$ cat src/rtl/ikaopll_lfo_gen_if.sv
// LFO control/status bundle.
//   master side (timing generator / register file) drives the enables, strobes and mode bits;
//   slave side (ikaopll_lfo_gen) returns the PM index and the AM attenuation.
//   phi1_pcen_n  active-low enable for the AM output latch
//   phi1_ncen_n  active-low enable for all counters
//   cycle_00     AM output latch strobe
//   cycle_21     LFO tick strobe
//   test         [1] hold/clear, [3] fast step
//   rate_sel     rate multiplier x1/x2/x4/x8
//   am_mode      0 triangle, 1 sawtooth
//   am_deep      1 deep, 0 shallow
//   sync         synchronous restart
//   pmval        vibrato index
//   amval        tremolo attenuation (registered)
interface ikaopll_lfo_gen_if #(
  parameter int unsigned PM_W = 3,
  parameter int unsigned AM_W = 4
);
  logic            phi1_pcen_n;
  logic            phi1_ncen_n;
  logic            cycle_00;
  logic            cycle_21;
  logic [3:0]      test;
  logic [1:0]      rate_sel;
  logic            am_mode;
  logic            am_deep;
  logic            sync;
  logic [PM_W-1:0] pmval;
  logic [AM_W-1:0] amval;

  modport master (
    output phi1_pcen_n, phi1_ncen_n, cycle_00, cycle_21, test, rate_sel, am_mode, am_deep, sync,
    input  pmval, amval
  );

  modport slave (
    input  phi1_pcen_n, phi1_ncen_n, cycle_00, cycle_21, test, rate_sel, am_mode, am_deep, sync,
    output pmval, amval
  );
endinterface

$ cat src/rtl/ikaopll_lfo_gen.sv
// OPLL-style LFO built from parallel counters.
// Produces the vibrato index (pmval, straight from the PM counter) and the tremolo
// attenuation (amval, latched on cycle_00). Supports a rate multiplier, triangle/sawtooth
// AM shape, deep/shallow AM depth and a synchronous restart.
//   emuclk_i  master clock, all state on posedge
//   rst_i     asynchronous active-high reset
//   bus       ikaopll_lfo_gen_if slave modport (enables, strobes, modes, outputs)
module ikaopll_lfo_gen #(
  parameter int unsigned PRESC_W  = 6,
  parameter int unsigned PM_DIV_W = 4,
  parameter int unsigned PM_W     = 3,
  parameter int unsigned AM_CNT_W = 7,
  parameter int unsigned AM_PEAK  = 105,
  parameter int unsigned AM_SHIFT = 3,
  parameter int unsigned AM_W     = 4
) (
  input  logic                  emuclk_i,
  input  logic                  rst_i,
  ikaopll_lfo_gen_if.slave      bus
);

  localparam logic [AM_CNT_W-1:0] AmPeak  = AM_CNT_W'(AM_PEAK);
  localparam logic [AM_CNT_W-1:0] AmZero  = '0;
  localparam logic [AM_CNT_W-1:0] AmOne   = AM_CNT_W'(1);
  localparam logic [PRESC_W-1:0]  PrescOne = PRESC_W'(1);
  localparam logic [PM_DIV_W-1:0] DivOne   = PM_DIV_W'(1);
  localparam logic [PM_W-1:0]     PmOne    = PM_W'(1);

  logic [PRESC_W-1:0]  presc_q;
  logic [PM_DIV_W-1:0] pm_div_q;
  logic [PM_W-1:0]     pm_cnt_q;
  logic [AM_CNT_W-1:0] am_cnt_q, am_cnt_d;
  logic                am_dir_q, am_dir_d;  // 1 = counting down
  logic [AM_W-1:0]     amval_q, amval_d;

  logic                ce, tick, clr, carry, fast, step, pm_inc, latch;
  logic [PRESC_W-1:0]  presc_mask;
  logic [AM_CNT_W-1:0] am_shifted;

  logic unused_test;
  assign unused_test = ^{bus.test[0], bus.test[2]};

  always_comb begin
    ce    = ~bus.phi1_ncen_n;
    tick  = ce & bus.cycle_21;
    clr   = ce & (bus.test[1] | bus.sync);
    latch = ~bus.phi1_pcen_n & bus.cycle_00;
    // Higher rate_sel narrows the carry window to the low PRESC_W-r prescaler bits.
    presc_mask = {PRESC_W{1'b1}} >> bus.rate_sel;
    carry  = tick & ((presc_q & presc_mask) == presc_mask);
    fast   = tick & bus.test[3];
    step   = carry | fast;
    pm_inc = (carry & (&pm_div_q)) | fast;
  end

  // AM next state for one step.
  always_comb begin
    am_cnt_d = am_cnt_q;
    am_dir_d = am_dir_q;
    if (am_cnt_q > AmPeak) begin
      am_cnt_d = AmZero;
      am_dir_d = 1'b0;
    end else if (bus.am_mode) begin
      am_cnt_d = (am_cnt_q == AmPeak) ? AmZero : am_cnt_q + AmOne;
      am_dir_d = 1'b0;
    end else if (!am_dir_q) begin
      // Entering triangle at the peak (from sawtooth) turns straight around.
      if (am_cnt_q == AmPeak) begin
        am_cnt_d = am_cnt_q - AmOne;
        am_dir_d = 1'b1;
      end else begin
        am_cnt_d = am_cnt_q + AmOne;
        am_dir_d = (am_cnt_q + AmOne == AmPeak);
      end
    end else begin
      if (am_cnt_q == AmZero) begin
        am_cnt_d = AmOne;
        am_dir_d = 1'b0;
      end else begin
        am_cnt_d = am_cnt_q - AmOne;
        am_dir_d = ~(am_cnt_q == AmOne);
      end
    end
  end

  always_comb begin
    am_shifted = bus.am_deep ? (am_cnt_q >> AM_SHIFT) : (am_cnt_q >> (AM_SHIFT + 2));
    amval_d    = am_shifted[AM_W-1:0];
  end

  always_ff @(posedge emuclk_i or posedge rst_i) begin
    if (rst_i) begin
      presc_q  <= '0;
      pm_div_q <= '0;
      pm_cnt_q <= '0;
      am_cnt_q <= '0;
      am_dir_q <= 1'b0;
      amval_q  <= '0;
    end else begin
      if (clr) begin
        presc_q  <= '0;
        pm_div_q <= '0;
        pm_cnt_q <= '0;
        am_cnt_q <= '0;
        am_dir_q <= 1'b0;
      end else begin
        if (tick)   presc_q  <= presc_q + PrescOne;
        if (carry)  pm_div_q <= pm_div_q + DivOne;
        if (pm_inc) pm_cnt_q <= pm_cnt_q + PmOne;
        if (step) begin
          am_cnt_q <= am_cnt_d;
          am_dir_q <= am_dir_d;
        end
      end
      // Samples the pre-update counter; unaffected by clear.
      if (latch) amval_q <= amval_d;
    end
  end

  assign bus.pmval = pm_cnt_q;
  assign bus.amval = amval_q;

endmodule
$ cat src/flat_wrapper.sv
// flat-port wrapper written by rule: the top's interface ports become plain ports
module ikaopll_lfo_gen_flat 
#(
  parameter int unsigned PRESC_W  = 6,
  parameter int unsigned PM_DIV_W = 4,
  parameter int unsigned PM_W     = 3,
  parameter int unsigned AM_CNT_W = 7,
  parameter int unsigned AM_PEAK  = 105,
  parameter int unsigned AM_SHIFT = 3,
  parameter int unsigned AM_W     = 4
)
  (emuclk_i, rst_i, bus_phi1_pcen_n, bus_phi1_ncen_n, bus_cycle_00, bus_cycle_21, bus_test, bus_rate_sel, bus_am_mode, bus_am_deep, bus_sync, bus_pmval, bus_amval);
  ikaopll_lfo_gen_if #(.PM_W(PM_W), .AM_W(AM_W)) bus_i ();
  input  logic emuclk_i;
  input  logic rst_i;
  input wire logic [$bits(bus_i.phi1_pcen_n)-1:0] bus_phi1_pcen_n;
  input wire logic [$bits(bus_i.phi1_ncen_n)-1:0] bus_phi1_ncen_n;
  input wire logic [$bits(bus_i.cycle_00)-1:0] bus_cycle_00;
  input wire logic [$bits(bus_i.cycle_21)-1:0] bus_cycle_21;
  input wire logic [$bits(bus_i.test)-1:0] bus_test;
  input wire logic [$bits(bus_i.rate_sel)-1:0] bus_rate_sel;
  input wire logic [$bits(bus_i.am_mode)-1:0] bus_am_mode;
  input wire logic [$bits(bus_i.am_deep)-1:0] bus_am_deep;
  input wire logic [$bits(bus_i.sync)-1:0] bus_sync;
  output wire logic [$bits(bus_i.pmval)-1:0] bus_pmval;
  output wire logic [$bits(bus_i.amval)-1:0] bus_amval;
  assign bus_i.phi1_pcen_n = bus_phi1_pcen_n;
  assign bus_i.phi1_ncen_n = bus_phi1_ncen_n;
  assign bus_i.cycle_00 = bus_cycle_00;
  assign bus_i.cycle_21 = bus_cycle_21;
  assign bus_i.test = bus_test;
  assign bus_i.rate_sel = bus_rate_sel;
  assign bus_i.am_mode = bus_am_mode;
  assign bus_i.am_deep = bus_am_deep;
  assign bus_i.sync = bus_sync;
  assign bus_pmval = bus_i.pmval;
  assign bus_amval = bus_i.amval;
  ikaopll_lfo_gen #(.PRESC_W(PRESC_W), .PM_DIV_W(PM_DIV_W), .PM_W(PM_W), .AM_CNT_W(AM_CNT_W), .AM_PEAK(AM_PEAK), .AM_SHIFT(AM_SHIFT), .AM_W(AM_W)) u_core (.emuclk_i(emuclk_i), .rst_i(rst_i), .bus(bus_i));
endmodule
$ cat config.mk
export PLATFORM = sky130hd
export DESIGN_NAME = ikaopll_lfo_gen_flat
export DESIGN_NICKNAME = d
export VERILOG_FILES = /design/src/rtl/ikaopll_lfo_gen_if.sv /design/src/rtl/ikaopll_lfo_gen.sv /design/src/flat_wrapper.sv
export SDC_FILE = /design/constraint.sdc
export NUM_CORES = 1
export LEC_CHECK = 0
export ABC_AREA = 1
export CORE_UTILIZATION = 50
export DETAILED_ROUTE_END_ITERATION = 16
export PLACE_DENSITY_LB_ADDON = 0.12
export SLEW_MARGIN = 5
export SYNTH_ARGS = -nofsm -noshare
export SYNTH_HDL_FRONTEND = slang
export SYNTH_SLANG_ARGS = --single-unit
$ cat constraint.sdc
create_clock -name emuclk_i -period 1.49 [get_ports emuclk_i]
set_clock_uncertainty 0.15 [all_clocks]
set_input_delay 0.447 -clock emuclk_i [delete_from_list [all_inputs] [get_ports emuclk_i]]
set_output_delay 0.447 -clock emuclk_i [all_outputs]
set_load 0.03 [all_outputs]
Word level (Yosys, flattened, before mapping)
Index checks and enable logic that the tools add are counted.
{ "word_totals": {"register_bits": 25, "latch_bits": 0, "mem_bits_rw": 0, "rom_bits": 0, "input_bits": 15, "out_inout_bits": 7, "elab_cells": 58, "n_memories": 0} }
{ "classes": {"addsub": 5, "n_mul": 0, "div_mod_pow": 0, "n_lt_le_gt_ge": 1, "n_eq_ne": 4, "shift": 1, "n_mux": 22, "bitwise": 13, "reduce_logical": 6} }
{ "op_table": {"columns": ["cell", "count"], "rows": [
  ["$mux 7", 8],
  ["$eq 7x7->1 const B", 2],
  ["$mux 4", 3],
  ["$mux 6", 2],
  ["$reduce_bool 2->1", 4],
  ["$add 7x1->7 const B", 1],
  ["$eq 7x1->1 const B", 1],
  ["$gt 7x7->1 const B", 1],
  ["$logic_not 7->1", 1],
  ["$mux 1", 7],
  ["$sub 7x1->7 const B", 1],
  ["$add 6x1->6 const B", 1],
  ["$and 1x1->1", 6],
  ["$and 6x6->6", 1],
  ["$eq 6x6->1", 1],
  ["$mux 3", 2],
  ["$shr 6x2->6 const A", 1],
  ["$add 4x1->4 const B", 1],
  ["$reduce_and 4->1", 1],
  ["$add 3x1->3 const B", 1],
  ["$not 1->1", 3],
  ["$or 1x1->1", 3]
]} }

Depth between registers and ports, before layout
Gate-level depths: netlist (run 1).
{ "depth": {"word_depth": 8, "depth_mapped": 11, "depth_no_buf": 11} }

Least setup slack after synthesis (run 1)
OpenSTA, ideal clock, no wires.
{ "synth_path": {"path_type": "reg-to-reg", "from": "reg u_core.am_cnt_q[1]", "to": "reg u_core.am_cnt_q[2]", "setup_ps": 117, "t_arrival_ps": 1258, "required_time_ps": 1223, "path_slack_ps": -35, "stages_incl_launch_ff": 12, "n_path_buf": 0, "synth_period_minus_slack_ps": 1525, "path_cell_list": "dfrtp_1 -> inv_1 -> ha_1 -> nand2_1 -> nor2_2 -> nand2_2 -> nand2_1 -> nand2_2 -> nand3_1 -> o21ai_1 -> nand2_1 -> nand2_1"} }
{ "synth_via": {"elab_chain_cells": 7, "elab_cells_between_ends": 13, "classes_between": "add/sub: 2; order compare: 1; eq/ne: 1; mux: 8; reduce/logical: 1"} }
{ "synth_lines": {"columns": ["element", "line_no", "rtl"], "rows": [
  ["start, declared", "ikaopll_lfo_gen.sv:32", "logic [AM_CNT_W-1:0] am_cnt_q, am_cnt_d;"],
  ["start signal, assigned", "ikaopll_lfo_gen.sv:111", "am_cnt_q <= am_cnt_d;"],
  ["$add 7x1->7, or another cell as far along", "ikaopll_lfo_gen.sv:64, ikaopll_lfo_gen.sv:72", null],
  ["$mux 7, on equally long branches", "ikaopll_lfo_gen.sv:68, ikaopll_lfo_gen.sv:76", null],
  ["$mux 7", "ikaopll_lfo_gen.sv:66", "end else if (!am_dir_q) begin"],
  ["$mux 7", "ikaopll_lfo_gen.sv:63", "end else if (bus.am_mode) begin"],
  ["$mux 7 *", "ikaopll_lfo_gen.sv:60", "if (am_cnt_q > AmPeak) begin"],
  ["$mux 7 *", "ikaopll_lfo_gen.sv:110", "if (step) begin"],
  ["$mux 7 *", "ikaopll_lfo_gen.sv:100", "if (clr) begin"]
]} }
Every way passes the cells marked *; elsewhere a longest branch is shown, timed or not. The select of a mux whose other input is x is not followed.
A chain may end at the register's enable or synchronous reset.

Worst setup path after layout (run 1)
Ends and elaborated chain as after synthesis.

==> results_dict.tcl, run 1 <==
set metrics [dict create \
    grt_setup_unrepaired "yes" \
    synth_cell_types 30 \
    report.final.setup_viol 11 \
    initial_core_util 0.519 \
    ys_seq_elements 25 \
    crit_type "reg -> reg" \
    clock.fmax_ghz 0.609 \
    crit_path_end_kind "flop" \
    met2_length_um 1880 \
    ys.flop_type "dfrtp_1" \
    max_slew.worst_pin.slew_ps 259 \
    h-tree-depth 1 \
    async_flop_share 1.00 \
    clockBufferDepth 2 \
    worst_ep_arrival_time_ps 1760 \
    failed_checks "negative setup slack" \
    num_io_pins 22 \
    synth_mux_area_frac 0 \
    nets 326 \
    clk_latency_ps 320 \
    min_path_type "in -> async" \
    yosysTopAreaCellShare 0.361 \
    yosysMostFrequentCell "nand2_1" \
    dr.pass1.iters 4 \
    finalPower_mw 1.33 \
    yosysWarnings 0 \
    ff_latch_area_um2 628 \
    synth-seq-area-share 0.361 \
    drt-met1-wl_um 1970 \
    ctsHoldBuffers 0 \
    yosys-top-cells-area "dfrtp_1, nand2_1, inv_1, nand3_1, ha_1" \
    top_layer "met4" \
    syn-cell-area_mm2 0.00173 \
    synth_fa_ha_area_frac 0.0434 \
    power.leakage_nw 1.32 \
    track_usage 0.233 \
    status "finished, violations left" \
    vias 1694 \
    routed_wirelength_um 4050 \
    antennaDiodeCount 0 \
    syn_avg_cell_area_um2 7.16 \
    fp.dieH_um 60.9 \
    vias_per_cell 4.84 \
    multi_input_area_mm2 0.00106 \
    root_buffer "clkbuf_4" \
    setup-tns-final_ps -1070 \
    layout_setup_ws_ps -152 \
    cts.clk_slew.worst_paths_ps 130 \
    synth_top_family_by_area "simple AND/OR/NAND/NOR gates" \
    synth_nets 263 \
    irDropWorstVdd_uv 573 \
    yosys.area.top_type "dfrtp_1" \
    dpl.cell_count 338 \
    drt_iter0_drc 82 \
    dr_wl_met3_um 159 \
    route.detailed.drc 0 \
    antenna_found_initial 0 \
    synth_edf_count 0 \
    portBuffers 19 \
    die_w_um 60.9 \
    cts_sinks 25 \
    stdcell_count 350 \
    slew_headroom 0.827 \
    coreArea_mm2 0.00334 \
    cts_tree "yes" \
    maxSlewViolCount 0 \
    synth_xor_area_frac 0.0202 \
    num_rows 21 \
    cp.required_ps 1610 \
    wl_per_cell_um 11.6 \
    critPathLaunchType "flop" \
    fin_crit_sh 1.10 \
    postSynthCellCount 242 \
    grt_max_degree 26 \
    hpwl_um 2880 \
    cts_made_buffers 3 \
    gp_congestion 0.898 \
    ys_top_cells_by_count "nand2_1, inv_1, dfrtp_1" \
    drive_above_1_share 0.326 \
    detail-route-antenna-nets 0 \
    cp_max_fo 5 \
    dieArea_mm2 0.00370 \
    final-hold-violation-count 0 \
    fillCellCount 259 \
    overflow 0 \
    grt_pass1_wl_um 6370 \
    synth_compound_gate_area_share 0.105 \
    power_density_mw_per_mm2 540 \
    finalCriticalPeriod_ps 1640 \
    syn2layout_area_growth_pct 41.8 \
    grt_pass1_vias 1467 \
    cap_viol_max_count 0 \
    yosys.area_share.simple 0.376 \
]
==> state kept, by name (all words and copies together) (netlist names) <==
signal	cells
u_core.pm_div_q	4
u_core.bus.pmval	3
u_core.bus.amval	4
u_core.am_dir_q	1
u_core.am_cnt_q	7
u_core.presc_q	6
==> metal layers <==
metal | vias up | GRT usage
met5 | - | 0
met3 | 4 | 0.0533
li1 | 895 | -
met4 | 0 | 0.0519
met2 | 26 | 0.380
met1 | 769 | 0.317
==> power by group <==
part	total (mW)	switching (mW)	internal, mW
registers	0.714	0.0167	0.697
logic	0.308	0.157	0.150
clock network	0.304	0.199	0.105
total	1.33	0.374	0.953
==> stage by stage <==
stage          area [um^2]  hold slack (ps)   util  worst slack (ps)
3_3_place_gp          2220              339  0.666              -488
2_1_floorplan         1730              311      -             -34.7
3_5_place_dp          2220              351  0.666              -499
6_report              2460              284  0.736              -152
5_1_grt               2460              296  0.736              -237
4_1_cts               2350              287  0.703              -164
==> logic make-up (layout without fill, tap and decap cells) <==
family | count (synthesis) | count (layout)
compound gates | 34 | 34
xor+xnor | 4 | 4
fa+ha+maj | 6 | 6
flops | 25 | 25
simple gates | 135 | 135
buf+inv | 38 | 100
==> final cells by class <==
cell class | instances | area share
inverter | 33 | 0.0525
tap | 46 | 0.0234
sequential | 25 | 0.256
clock buffer | 4 | 0.0107
multi-input combinational | 179 | 0.430
timing repair buffer | 63 | 0.228
==> cells in the final DEF (no fill, tap or decap), types with 2 or more instances in the layout <==
cell / Yosys / routed
nand2_2: 3 / 6
buf_4: 2 / 41
nor2_2: 2 / 3
inv_2: 1 / 3
nor2_4: 5 / 7
o21ai_1: 5 / 3
nand2_1: 76 / 69
nor2_1: 17 / 14
inv_1: 30 / 28
nand3_1: 20 / 18
dlymetal6s2s_1: 0 / 2
o21ai_2: 2 / 4
dfrtp_2: 0 / 2
o21ai_0: 15 / 14
clkdlybuf4s50_1: 0 / 7
buf_6: 1 / 8
nand2_4: 3 / 7
ha_2: 0 / 2
xor2_1: 3 / 3
buf_12: 0 / 2
ha_1: 6 / 3
dlygate4sd2_1: 0 / 3
nor3_1: 2 / 2
nand3_2: 3 / 5
dfrtp_1: 25 / 23
a21oi_1: 10 / 9
clkbuf_4: 0 / 3
==> path summary, 6_finish.rpt <==
path / to / from / slack (ps) / cells after the start
setup / recovery: u_core.am_cnt_q[2]$_DFFE_PP0P_ / u_core.am_cnt_q[1]$_DFFE_PP0P_ / -150 / 10
hold / removal: u_core.presc_q[5]$_DFFE_PP0P_ / rst_i / 280 / 3
setup reg to reg: u_core.am_cnt_q[2]$_DFFE_PP0P_ / u_core.am_cnt_q[1]$_DFFE_PP0P_ / -150 / 10
hold reg to reg: u_core.pm_div_q[2]$_DFFE_PP0P_ / u_core.pm_div_q[2]$_DFFE_PP0P_ / 370 / 1
max in group asynchronous: u_core.am_cnt_q[2]$_DFFE_PP0P_ / rst_i / 740 / 3
min in group emuclk_i: u_core.pm_div_q[2]$_DFFE_PP0P_ / u_core.pm_div_q[2]$_DFFE_PP0P_ / 370 / 1
==> worst max-delay path: stages, from the launching register on <==
cell,delay [ps]
dfrtp_1,450
inv_2,100
ha_4,150
nand2_4,60
nor2_4,100
nand2_4,80
nand2_4,110
nand3_4,120
o21ai_2,150
nand2_1,70
nand2_1,50
==> timing repair <==
action / CTS / global route
setup buffers: 5 / 3
setup endpoints to repair: 23 / 22
pin swaps: 11 / 12
gates cloned: 0 / 0
resized for setup: 22 / 25
endpoints found under the hold margin: 0 / 0
No activity file was read; power rests on OpenSTA's default activity.
==> run 2, diff against run 1 <==
CORE_UTILIZATION = 55   (was 50)
CTS_CLUSTER_SIZE = 8   (was unset)
clock period = 1.8 ns   (was 1.49 ns; I/O delays follow)
==> run 2 against run 1 <==
  * The run now ends clean
  * Sequential power decreased by 18%
  * Routed wire length decreased by 13%
  * Register-to-register slack improved by 250 ps
  * Design area decreased by 14%
  * Hold slack improved by 85 ps
  * Via count decreased by 6.1%
  * Critical path type is now reg -> out
  * Global-route usage increased by 0.071 points
  * Highest routed layer unchanged
==> results_dict.tcl, run 2 (same netlist as run 1, synthesis figures left out) <==
set metrics [dict create \
    fp.dieH_um 58.1 \
    worstRegToRegCells 10 \
    irDropWorstVdd_uv 340 \
    overflow 0 \
    cp_slowest_stage_delay_ps 430 \
    combPwrFrac 0.188 \
    clk_latency_ps 340 \
    fin_crit_sh 0.962 \
    grt_setup_unrepaired "yes" \
    routed_wirelength_um 3530 \
    cts.clk_slew.worst_paths_ps 130 \
    track_usage 0.234 \
    cp.required_ps 1110 \
    regMostFlops "u_core.am_cnt_q" \
    final_common_cell "nand2_1" \
    largest_register_ffs 7 \
    cap_viol_max_count 0 \
    clock.fmax_ghz 0.578 \
    finalCriticalPeriod_ps 1730 \
    dieArea_mm2 0.00338 \
    h-tree-depth 1 \
    critPathLaunchType "flop" \
    mostFrequentLayoutCells "nand2_1, inv_1, dfrtp_1" \
    final-hold-violation-count 0 \
    clockPowerShare 0.254 \
    syn2layout_area_growth_pct 22.0 \
    hpwl_um 2650 \
    path_cells "clkdlybuf4s15_2" \
    setup-tns-final_ps 0 \
    vias 1590 \
    report.final.setup_viol 0 \
    nets 301 \
    wl_per_cell_um 11.0 \
    status "completed" \
    cts_made_buffers 3 \
    power.leakage_nw 1.12 \
    num_io_pins 22 \
    path_buf_inv 1 \
    grt_pass1_vias 1434 \
    cts_sinks 25 \
    dr.pass1.iters 4 \
    sequentialPowerShare 0.558 \
    intPower_mw 0.747 \
    crit_path_end_kind "primary output" \
    detail-route-antenna-nets 0 \
    antenna_found_initial 0 \
    grt_pass1_wl_um 6120 \
    gp_congestion 0.898 \
    ctsHoldBuffers 0 \
    cp_max_fo 4 \
    antennaDiodeCount 0 \
    crit_family "flip-flops" \
    cts_tree "yes" \
    maxSlewViolCount 0 \
    stdcell_count 321 \
    slew_headroom 0.762 \
    worst_ep_arrival_time_ps 1040 \
    finalPower_mw 1.06 \
    dpl.cell_count 313 \
    die_w_um 58.1 \
    route.detailed.drc 0 \
    fillCellCount 244 \
    max_slew.worst_pin.slew_ps 356 \
    power_density_mw_per_mm2 500 \
    final_util 0.734 \
    swShare 0.293 \
    initial_core_util 0.602 \
    crit_type "reg -> out" \
    power.switching_mw 0.310 \
    drt_iter0_drc 71 \
    cpMaxStageDelayCell "dfrtp_1" \
    portBuffers 19 \
    vias_per_cell 4.95 \
    num_rows 19 \
    cp.depth 1 \
    grt_max_degree 26 \
    hold_depth 1 \
    root_buffer "clkbuf_4" \
    top_regs "u_core.am_cnt_q: 7 flops, u_core.presc_q: 6 flops" \
    drive_above_1_share 0.211 \
    min_path_type "reg -> reg" \
    clockBufferDepth 2 \
    coreArea_mm2 0.00288 \
]
-- run 2: changes by cell type in the layout (fill, tap and decap cells not counted), sizes merged --
cell / before / now
clkbuf: 4 / 7
clkdlybuf4s50: 7 / 12
buf: 51 / 19
clkdlybuf4s15: 0 / 3
dlymetal6s2s: 2 / 0
clkinv: 2 / 3
dlygate4sd2: 3 / 0
-- run 2: power by group through the flow --
stage	Clock (mW)	Sequential, mW	Combinational (mW)
after floorplan	0	0.614	0.0961
after global placement	0	0.600	0.198
after detailed placement	0	0.600	0.201
after CTS	0.282	0.590	0.197
after global routing	0.299	0.592	0.225
final	0.268	0.589	0.199
-- run 2: final timing paths --
path / startpoint / to / slack [ps]
min in group asynchronous: rst_i / u_core.presc_q[5]$_DFFE_PP0P_ / 390
hold / removal: u_core.pm_div_q[2]$_DFFE_PP0P_ / u_core.pm_div_q[2]$_DFFE_PP0P_ / 370
setup reg to reg: u_core.am_cnt_q[1]$_DFFE_PP0P_ / u_core.am_cnt_q[5]$_DFFE_PP0P_ / 100
max in group asynchronous: rst_i / u_core.am_dir_q$_DFFE_PP0P_ / 850
setup / recovery: u_core.bus.pmval[0]$_DFFE_PP0P_ / bus_pmval[0] / 70
hold reg to reg: u_core.pm_div_q[2]$_DFFE_PP0P_ / u_core.pm_div_q[2]$_DFFE_PP0P_ / 370
-- run 2: final cells by class --
| class | instances | area, um^2 | share of cell area |
|---|---|---|---|
| timing repair buffer | 38 | 317 | 0.150 |
| inverter | 33 | 125 | 0.0592 |
| clock buffer | 3 | 22.5 | 0.0107 |
| sequential | 25 | 627 | 0.297 |
| tap | 42 | 52.6 | 0.0249 |
| multi-input combinational | 179 | 963 | 0.456 |
| clock inverter | 1 | 5.00 | 0.00237 |
-- run 2: per-layer routing --
metal	up-vias	GRT usage	part of all wire
met5	-	0	0
met1	702	0.331	0.52
met4	0	0.0714	0.015
met2	36	0.369	0.43
li1	844	-	-
met3	8	0.0357	0.034
-- run 2: through the flow --
stage / hold slack (ps) / worst slack [ps] / area (um^2)
after floorplan: 311 / 275 / 1730
after global placement: 340 / -257 / 2050
after detailed placement: 348 / -277 / 2050
after CTS: 372 / 1.64 / 2080
after global routing: 394 / -18.1 / 2110
final: 369 / 69.3 / 2110
-- run 2: timing repair --
action,in CTS,in global routing
setup endpoints to repair,7,14
resized for setup,16,13
setup buffers,0,4
pin swaps,0,3
==> RTL change: new RTL, settings of run 2 <==
`AM_CNT_W` is set to 7 in 2 places; all go to 14.
--- a/src/rtl/ikaopll_lfo_gen.sv
+++ b/src/rtl/ikaopll_lfo_gen.sv
@@ -9,7 +9,7 @@
   parameter int unsigned PRESC_W  = 6,
   parameter int unsigned PM_DIV_W = 4,
   parameter int unsigned PM_W     = 3,
-  parameter int unsigned AM_CNT_W = 7,
+  parameter int unsigned AM_CNT_W = 14,
   parameter int unsigned AM_PEAK  = 105,
   parameter int unsigned AM_SHIFT = 3,
   parameter int unsigned AM_W     = 4
--- a/src/flat_wrapper.sv
+++ b/src/flat_wrapper.sv
@@ -4,7 +4,7 @@
   parameter int unsigned PRESC_W  = 6,
   parameter int unsigned PM_DIV_W = 4,
   parameter int unsigned PM_W     = 3,
-  parameter int unsigned AM_CNT_W = 7,
+  parameter int unsigned AM_CNT_W = 14,
   parameter int unsigned AM_PEAK  = 105,
   parameter int unsigned AM_SHIFT = 3,
   parameter int unsigned AM_W     = 4
Behaviour: same outputs for any inputs over 10 cycles, from zero or initial values and one cycle with rst_i high; that may be too few to reach the edited logic, so the function may still have changed.
==> RTL change against run 2 <==
The run now ends with setup timing left. Worst setup slack worse by 0.31 ns. Sequential power rose by 36%. Synthesized area up 49%. Global-route usage is 9.9 points higher. Via count up 110%. Routed wire length grew to 2.7 times the old value. Combinational power increased to 4.4 times the old value. Power increased by 120%. Design area increased by 82%. Sequential cell count rose by 7. Sequential share of layout area decreased by 8.6 points. Die area increased by 47%. Highest routed layer unchanged.
==> RTL change: results (changes against run 2) <==
| Metric | Value |
|---|---|
| Vias per inst | 6.10 (was 4.95) |
| Main synth FF type | dfrtp_1 (unchanged) |
| First-pass GRT wire length | 12.9 mm (was 6.12 mm) |
| Starting DRT DRC Count | 369 (was 71) |
| Layout cells sized above 1 | 0.368 (was 0.211) |
| RePlAce Congestion | 0.920 (was 0.898) |
| Synth warn | 0 (unchanged) |
| Post-synthesis sequential area ratio | 0.311 (was 0.361) |
| Crit-path max FO | 5 (was 4) |
| FF-to-FF End | u_core.am_dir_q$_DFFE_PP0P_ (was u_core.am_cnt_q[5]$_DFFE_PP0P_) |
| Share of async-settable or async-resettable flops after synthesis | 1.00 (unchanged) |
| Top-count cell post-synth | nand2_1 (unchanged) |
| Final setup fails | 18 (was 0) |
| DP HPWL | 5.38 mm (was 2.65 mm) |
| Violated checks | setup timing |
| Pleak | 0.00195 uW (was 0.00112 uW) |
| Slew @ Worst Pin | 0.311 ns (was 0.356 ns) |
| VDD IR max | 0.626 mV (was 0.340 mV) |
| CTS clk-pin slew, worst paths | 0.08 ns (was 0.13 ns) |
| Final wirelength | 9.55 mm (was 3.53 mm) |
| Antenna cell count | 0 (unchanged) |
| CP Depth | 11 (was 1) |
| Crit path arrival time | 2.12 ns (was 1.04 ns) |
| Syn nets | 414 (was 263) |
| Pin count of the biggest net entering global routing | 33 (was 26) |
| Biggest regs | u_core.am_cnt_q x14, u_core.presc_q x6 (was u_core.am_cnt_q x7, u_core.presc_q x6) |
| Yosys cell types | 33 (was 30) |
| Vias in the first global route | 2919 (was 1434) |
| CTS root buf | clkbuf_8 (was clkbuf_4) |
| Hold buffers post-CTS | 0 (unchanged) |
| Net count, final | 508 (was 301) |
| Worst R2R Start | u_core.am_cnt_q[1]$_DFFE_PP0P_ (unchanged) |
| Reg2reg path depth | 11 (was 10) |
| Clock buffer depth | 2 (unchanged) |
| Outcome | complete, but fails checks (was complete, no violations) |
| Slowest cell on crit path | dfrtp_1 (unchanged) |
| CTS Buf Count | 5 (was 3) |
| Class of the most critical setup path | flop to flop (was flop to output port) |
| Fillers | 223 (was 244) |
| GRT Total Usage | 0.333 (was 0.234) |
| Synth area leaders | dfrtp_1 31%, nand2_1 19%, nor2_1 7.3%, nand3_1 6.6%, inv_1 4.5% (was dfrtp_1 36%, nand2_1 16%, inv_1 6.5%, nand3_1 5.8%, ha_1 4.3%) |
| TritonRoute pass-1 iters | 6 (was 4) |
| Commonest cells post-synth | 128 x nand2_1, 50 x nor2_1, 34 x nand3_1 (was 76 x nand2_1, 30 x inv_1, 25 x dfrtp_1) |
| PnR worst setup slack | -0.245 ns (was 0.0693 ns) |
| HP Class | flop to flop (unchanged) |
| Initial antenna violation count | 0 (unchanged) |
| Port bufs | 19 (unchanged) |
| Later-pin clock latency in the skew report | 0.29 ns (was 0.34 ns) |
| Largest stage delay, worst path | 0.42 ns |
| CTS H-tree depth | 2 (was 1) |
| Final setup TNS | -2.28 ns (was 0 ns) |
| Cell family with most CP delay | simple AND/OR/NAND/NOR gates (was flip-flops) |
-- RTL change: power by group --
group | switching, uW | total (uW) | internal (uW) | leakage, uW
Sequential | 43.6 | 800 | 756 | 0.000421
Clock | 289 | 699 | 410 | 0.0000541
Combinational | 498 | 872 | 374 | 0.00148
-- RTL change: cells by family (layout without fill, tap and decap cells) --
group	after synthesis	count (layout)	share of synthesized area
adder cells (fa/ha/maj)	7	7	0.0340
XOR/XNOR	10	10	0.0340
flip-flops	32	32	0.311
buffers and inverters	55	148	0.0932
AO/OA/AOI/OAI	49	49	0.115
AND/OR/NAND/NOR	239	241	0.413
-- RTL change: area by class of cell --
| type | instances | area, um2 | area share |
|---|---|---|---|
| clock buffer | 5 | 68.8 | 0.0179 |
| sequential | 32 | 811 | 0.211 |
| multi-input combinational | 307 | 1860 | 0.484 |
| clock inverter | 3 | 42.5 | 0.0111 |
| timing repair buffer | 96 | 820 | 0.213 |
| tap | 52 | 65.1 | 0.0169 |
| inverter | 44 | 173 | 0.0450 |
-- RTL change: worst min-delay path by stage --
| stage | start | endpoint | slack, ns | cells past startpoint |
|---|---|---|---|---|
| after floorplan | u_core.pm_div_q[1]$_DFFE_PP0P_ | u_core.pm_div_q[1]$_DFFE_PP0P_ | 0.32 | 2 |
| after global placement | u_core.bus.pmval[1]$_DFFE_PP0P_ | u_core.bus.pmval[1]$_DFFE_PP0P_ | 0.34 | 2 |
| after detailed placement | u_core.pm_div_q[1]$_DFFE_PP0P_ | u_core.pm_div_q[1]$_DFFE_PP0P_ | 0.35 | 2 |
| after CTS | u_core.bus.amval[0]$_DFFE_PP0P_ | u_core.bus.amval[0]$_DFFE_PP0P_ | 0.36 | 2 |
| after global routing | u_core.bus.amval[1]$_DFFE_PP0P_ | u_core.bus.amval[1]$_DFFE_PP0P_ | 0.37 | 2 |
| final | u_core.bus.amval[1]$_DFFE_PP0P_ | u_core.bus.amval[1]$_DFFE_PP0P_ | 0.36 | 2 |
-- RTL change: per-layer routing --
layer  track usage  part of all wire
met5             0                 0
met4         0.156             0.070
met3        0.0491             0.095
met2         0.589              0.50
met1         0.392              0.34
-- RTL change: what timing repair did --
action | 4_1_cts | 5_1_grt
pin swaps | 16 | 27
endpoints found under the setup margin | 28 | 22
resized for setup | 46 | 59
gates cloned | 2 | 1
buffers inserted | 9 | 5
-- RTL change: per-stage QoR --
step / instance area, um2 / instances / hold slack, ns / setup WS (ns) / utilization
detailed placement: 3250 / 514 / 0.348 / -0.529 / 0.736
global placement: 3250 / 514 / 0.338 / -0.474 / 0.736
global route: 3840 / 539 / 0.374 / -0.313 / 0.870
floorplan: 2580 / 392 / 0.324 / 0.0342 / -
finish: 3840 / 539 / 0.360 / -0.245 / 0.870
CTS: 3540 / 533 / 0.361 / -0.0941 / 0.802
